--- src/rtl/delay_match_fifo.sv ---
// delay_match_fifo: first-word-fall-through sideband FIFO with a registered head, sticky error flags
// and an optional high-water mark (DELAY_MATCH_FIFO_HWM_EN).
module delay_match_fifo #(
  parameter int DATA_WIDTH = 8,
  parameter int DEPTH = 16,
  parameter int ADDR_WIDTH = 4
) (
  input  logic                  clk,
  input  logic                  rst_n,
  input  logic                  i_push,
  input  logic [DATA_WIDTH-1:0] i_data,
  input  logic                  i_pop,
  output logic [DATA_WIDTH-1:0] o_data,
  output logic                  o_valid,
  output logic                  o_full,
  output logic [ADDR_WIDTH:0]   o_count,
  output logic                  o_overflow,
  output logic                  o_underflow
`ifdef DELAY_MATCH_FIFO_HWM_EN
  ,
  output logic [ADDR_WIDTH:0]   o_hwm
`endif
);
  logic [DATA_WIDTH-1:0] mem [DEPTH];
  logic [ADDR_WIDTH:0] wr_ptr, rd_ptr, wr_n, rd_n, cnt_n;
  logic push_ok, pop_ok;
  always_comb begin
    pop_ok = i_pop && o_valid;
    push_ok = i_push && (!o_full || i_pop);
    wr_n = wr_ptr + (ADDR_WIDTH+1)'(push_ok);
    rd_n = rd_ptr + (ADDR_WIDTH+1)'(pop_ok);
    cnt_n = wr_n - rd_n;
  end
  always_ff @(posedge clk)
    if (push_ok) mem[wr_ptr[ADDR_WIDTH-1:0]] <= i_data;
  // The head register looks one edge ahead, bypassing a word written into the next head slot.
  always_ff @(posedge clk) begin
    if (!rst_n) begin
      wr_ptr <= '0;
      rd_ptr <= '0;
      o_count <= '0;
      o_valid <= 1'b0;
      o_full <= 1'b0;
      o_data <= '0;
      o_overflow <= 1'b0;
      o_underflow <= 1'b0;
    end else begin
      wr_ptr <= wr_n;
      rd_ptr <= rd_n;
      o_count <= cnt_n;
      o_valid <= cnt_n != '0;
      o_full <= cnt_n == (ADDR_WIDTH+1)'(DEPTH);
      o_data <= (push_ok && wr_ptr[ADDR_WIDTH-1:0] == rd_n[ADDR_WIDTH-1:0]) ? i_data : mem[rd_n[ADDR_WIDTH-1:0]];
      o_overflow <= o_overflow | (i_push & ~push_ok);
      o_underflow <= o_underflow | (i_pop & ~o_valid);
    end
  end
`ifdef DELAY_MATCH_FIFO_HWM_EN
  always_ff @(posedge clk)
    if (!rst_n) o_hwm <= '0;
    else o_hwm <= (o_count > o_hwm) ? o_count : o_hwm;
`endif
endmodule

--- config.mk ---
export PLATFORM = sky130hd
export DESIGN_NAME = delay_match_fifo
export DESIGN_NICKNAME = d
export VERILOG_FILES = /design/src/rtl/delay_match_fifo.sv
export SDC_FILE = /design/constraint.sdc
export NUM_CORES = 1
export LEC_CHECK = 0
export ABC_CLOCK_PERIOD_IN_PS = 3200
export BUFFER_PORTS_ARGS = -buffer_cell sky130_fd_sc_hd__buf_2
export CAP_MARGIN = 20
export CORE_MARGIN = 10
export CORE_UTILIZATION = 53
export DETAILED_ROUTE_END_ITERATION = 8
export PLACE_DENSITY_LB_ADDON = 0.3
export SLEW_MARGIN = 20
export SYNTH_ARGS = -nofsm -noshare
export SYNTH_HDL_FRONTEND = slang
export SYNTH_SLANG_ARGS = --single-unit
--- constraint.sdc ---
create_clock -name clk -period 3.2 [get_ports clk]
set_clock_uncertainty 0.1 [all_clocks]
set_input_delay 0.16 -clock clk [delete_from_list [all_inputs] [get_ports clk]]
set_output_delay 0.16 -clock clk [all_outputs]
set_load 0.1 [all_outputs]
-- Word level (Yosys, flattened, before mapping)
Memory sizes are Yosys's and may differ from the RTL's. A register that Yosys moved wholly into a read port is not among the register bits.
Cells that the tools add are included.
- register bits after elaboration: 19
- RAM bits: 128
- memories kept: 1
- logic and storage cells: 26
- input bits: 12
- output and inout port bits: 17
- reductions and logical operators: 6
- bitwise logic cells: 6
- add/sub/neg operators: 3
- multiplexer cells: 2
- equality and inequality tests: 1
- memory list (memory ; words ; bits a word ; read ports ; clocked after memory_dff ; wr ports ; RTL line ; source):
    mem ; 16 ; 8 ; 1 ; 1 ; 1 ; 24 ; logic [DATA_WIDTH-1:0] mem [DEPTH];
- operator list (cell ; count):
    $add 5x1->5 ; 2
    $eq 5x5->1 const B ; 1
    $reduce_bool 5->1 ; 1
    $sub 5x5->5 ; 1
    $and 1x1->1 ; 2
    $logic_and 1x1->1 ; 2
    $logic_not 1->1 ; 2
    $mux 1 ; 2
    $not 1->1 ; 2
    $or 1x1->1 ; 2
    $logic_or 1x1->1 ; 1

-- Depth between registers and ports, before layout
- depth in word-level cells: 6
- depth in mapped cells: 12
- gate-level depth less buffers: 11

-- Least setup slack after synthesis
Ideal clock, no wire load.
- path type: register to register
- from: register o_valid
- to: register o_valid
- path buffers: 1
- arrival: 3235 ps
- stages on the path, launching flop included: 13
- clock period less this slack: 3455 ps
- library setup time: 120 ps
- required time: 2980 ps
- slack: -255 ps
- cell sequence: dfxtp_1 inv_1 nor2_1 ha_1 nand3_1 xnor2_2 inv_2 clkbuf_1 ha_1 nor2b_1 a221o_1 xor2_1 o31a_1
- longest elaborated chain between the ends: 4
- ends and longest elaborated chain (element ; RTL line ; source):
    from (decl) ; 14 ; output logic o_valid,
    from (signal assigned) ; 42 ; o_valid <= 1'b0;
    from (signal assigned) ; 51 ; o_valid <= cnt_n != '0;
    $logic_and 1x1->1 ; 28 ; pop_ok = i_pop && o_valid;
    $add 5x1->5 ; 31 ; rd_n = rd_ptr + (ADDR_WIDTH+1)'(pop_ok);
    $sub 5x5->5 ; 32 ; cnt_n = wr_n - rd_n;
    $reduce_bool 5->1 ; 51 ;
No other way between the ends.
A chain may end at the register's enable or synchronous reset.

-- Final worst setup path
- from: input port i_pop
- to: register o_full
- longest elaborated chain between the ends: 5
- elaborated cells on any way between the ends: 7
- classes of those cells: 3 x add/sub; 1 x eq/ne; 3 x reduce/logical
- ends and longest elaborated chain (element ; RTL line ; source):
    from (decl) ; 12 ; input logic i_pop,
    $logic_or 1x1->1 ; 29 ; push_ok = i_push && (!o_full || i_pop);
    $logic_and 1x1->1 ; 29 ;
    $add 5x1->5 ; 30 ; wr_n = wr_ptr + (ADDR_WIDTH+1)'(push_ok);
    via wr_n[2] ; 25 ; logic [ADDR_WIDTH:0] wr_ptr, rd_ptr, wr_n, rd_n, cnt_n;
    $sub 5x5->5 ; 32 ;
    $eq 5x5->1 ; 52 ; o_full <= cnt_n == (ADDR_WIDTH+1)'(DEPTH);
    to (signal assigned) ; 52 ;
    to (decl) ; 15 ; output logic o_full,
The timed path passes the listed nets, and every way through them passes these cells.

==> flow_metrics.env <==
export IMPL_hp_class="in -> reg"
export IMPL_crit_chain="dlygate4sd3_1 -> buf_2 -> nand2b_1 -> nand2_1 -> inv_1 -> ha_1 -> ha_1 -> xor2_1 -> ha_1 -> a221oi_2 -> xnor2_1 -> nor4_1"
export IMPL_synthAdderAreaFrac_pct=1.98
export IMPL_max_cap_violations=0
export IMPL_cp_required_ns=3.41
export IMPL_cts_hold_buffers=3
export IMPL_p_per_area_nw_per_um2=788
export IMPL_period_needed_ns=2.81
export IMPL_cts_buffers=17
export IMPL_antenna_found_initial=0
export IMPL_muxShareOfSynthArea_pct=11.9
export IMPL_layout_nets=424
export IMPL_ctsHtreeMaxLevel=4
export IMPL_rows=39
export IMPL_tightest_slew_ns=0.776
export IMPL_worstHoldStart="i_data[3]"
export IMPL_wl_per_cell_um=22.7
export IMPL_whs_path_depth=1
export IMPL_final_common_cell="edfxtp_1"
export IMPL_dr_pass1_iters=5
export IMPL_syn_area_per_cell_um2=17.3
export IMPL_die_height_um=127
export IMPL_vias=3288
export IMPL_start_kind="input port"
export IMPL_viasPerCell=5.88
export IMPL_grt_max_degree=20
export IMPL_power_mw=5.59
export IMPL_ios=29
export IMPL_ys_types=31
export IMPL_dpl_hpwl_um=8140
export IMPL_areaGrowthSynthToFinish_pct=16.7
export IMPL_synthesis_area_um2=6070
export IMPL_synthCells=352
export IMPL_ys_seq_area_share_pct=72.2
export IMPL_clk_pin_slew_ns=0.06
export IMPL_coreArea_um2=11300
export IMPL_whs_ns=0.0546
export IMPL_ys_seq_elements=155
export IMPL_synth_top_family_by_area="multiplexers"
export IMPL_die_x_um=127
export IMPL_gp_congestion=0.835
export IMPL_syn_nets=373
export IMPL_cts_resized=0
export IMPL_max_clock_path_buffers=2
export IMPL_grt_pass1_vias=3421
export IMPL_vdd_ir_drop_max_mv=0.553
export IMPL_crit_start="i_pop"
export IMPL_clock_latency_ns=0.42
export IMPL_synthSimpleGateAreaFrac_pct=7.60
export IMPL_drt_iter0_drc=307
export IMPL_synthXorXnorAreaFrac_pct=2.55
export IMPL_place_inst=524
export IMPL_outcome="completed"
export IMPL_reg2reg_depth=11
export IMPL_r2r_start="o_full$_SDFF_PN0_"
export IMPL_diodes=0
export IMPL_synth_top_area_share_pct=63.3
export IMPL_grt_overflow_total=0
export IMPL_fill_cells=801
export IMPL_mostFrequentLayoutCells="edfxtp_1, nand2_1, mux4_2"
export IMPL_p_leak_nw=2.43
export IMPL_drv_slew=0
export IMPL_path_class="in -> reg"
export IMPL_drive_gt1_share_pct=27.2
export IMPL_seq_area_um2=4390
export IMPL_finalSetupViolations=0
export IMPL_utilization_pct=62.6
export IMPL_cts_tree="yes"
export IMPL_cp_slowest_stage_delay_ns=0.53
export IMPL_timing_slew_headroom_pct=48.1
export IMPL_dieArea_um2=16100
export IMPL_rsz0062_at_grt="false"
export IMPL_tns_ns=0
export IMPL_synth_compound_area_share_pct=2.20
export IMPL_cpMostUsedCell="ha_1"
export IMPL_slowest_stage="dlygate4sd3_1"
export IMPL_grt_util_all_layers_pct=16.5
export IMPL_grt_pass1_wl_um=19800
export IMPL_crit_family="buffers and inverters"
export IMPL_cts_setup_buffers=0
export IMPL_start_util_pct=53.7
export IMPL_port_buffers=28
export IMPL_fin_cells=559
export IMPL_ant_nets=0
export IMPL_critPathBufInv=3
export IMPL_path_depth=12
export IMPL_cp_max_fo=5
export IMPL_multi_input_area_um2=1600
export IMPL_fmax_ghz=0.356
export IMPL_period_share_pct=87.7
export IMPL_drc=0
export IMPL_cp_data_arrival_time_ns=3.01
export IMPL_yosys_area_top_type="edfxtp_1"
export IMPL_cts_root_buf="clkbuf_16"
export IMPL_cts_sinks=155
export IMPL_crit_path_end_kind="register"
export IMPL_synth_area_leaders="edfxtp_1, mux4_2, dfxtp_1"
export IMPL_ys_warnings_count=0
export IMPL_wl_um=12700
export IMPL_hold_violations=0
## path summary, 6_finish.rpt
kind                      endpoint  slack [ns]
max              o_full$_SDFF_PN0_        0.39
min           mem[10][3]$_DFFE_PP_        0.05
max reg2reg     o_valid$_SDFF_PN0_        0.51
min reg2reg  o_overflow$_SDFF_PN0_        0.39
## where the power goes
group	internal [mW]	switching, mW	total, mW
clock network	1.22	0.785	2.00
logic	0.448	0.833	1.28
registers	2.27	0.0353	2.31
total	3.94	1.65	5.59
## layout make-up
class,count,area share [%]
multi-input cells,172,22.6
repair buffers,48,4.38
flip-flops and latches,155,61.8
clock buffers,19,6.10
well taps,143,2.52
inverters,9,0.476
clock inverters,13,2.12
## synthesized netlist by cell type (all sizes together)
master and number:
a31oi 1, nand2b 3, mux4 32, dfxtp 27, nor4 5, xnor2 10
a32o 8, edfxtp 128, clkbuf 11, fa 1, nor4b 1, nor2 24
ha 8, nand3 23, nor2b 2, a221o 1, a21oi 1, inv 9
buf 5, o31a 2, a221oi 1, nand2 35, nor3 3, xor2 6
and2 4, nand3b 1
## logic make-up (layout without fill, tap and decap cells)
family	after synthesis	count (layout)
AND/OR/NAND/NOR	101	101
XOR/XNOR	16	16
buffers and inverters	25	89
multiplexers	32	32
adder cells (fa/ha/maj)	9	9
flip-flops	155	155
AO/OA/AOI/OAI	14	14
## per-stage QoR
stage	area, um^2	worst slack (ns)
2_1_floorplan	6080	0.0706
3_3_place_gp	6480	0.630
3_5_place_dp	6480	0.517
4_1_cts	7090	0.397
5_1_grt	7090	0.181
6_report	7090	0.394
## metal layers
layer | track usage, % | share of wire [%]
met5 | 0 | 0
met4 | 7.64 | 2.7
met3 | 4.92 | 6.6
met2 | 25.7 | 49
met1 | 20.9 | 42
## flip-flops by register name, summed over array words and instances, names as in the netlist
register / count
wr_ptr: 5
mem: 128
o_data: 8
o_full: 1
o_underflow: 1
o_valid: 1
o_count: 5
o_overflow: 1
rd_ptr: 5
No activity file was read; power rests on OpenSTA's default activity.
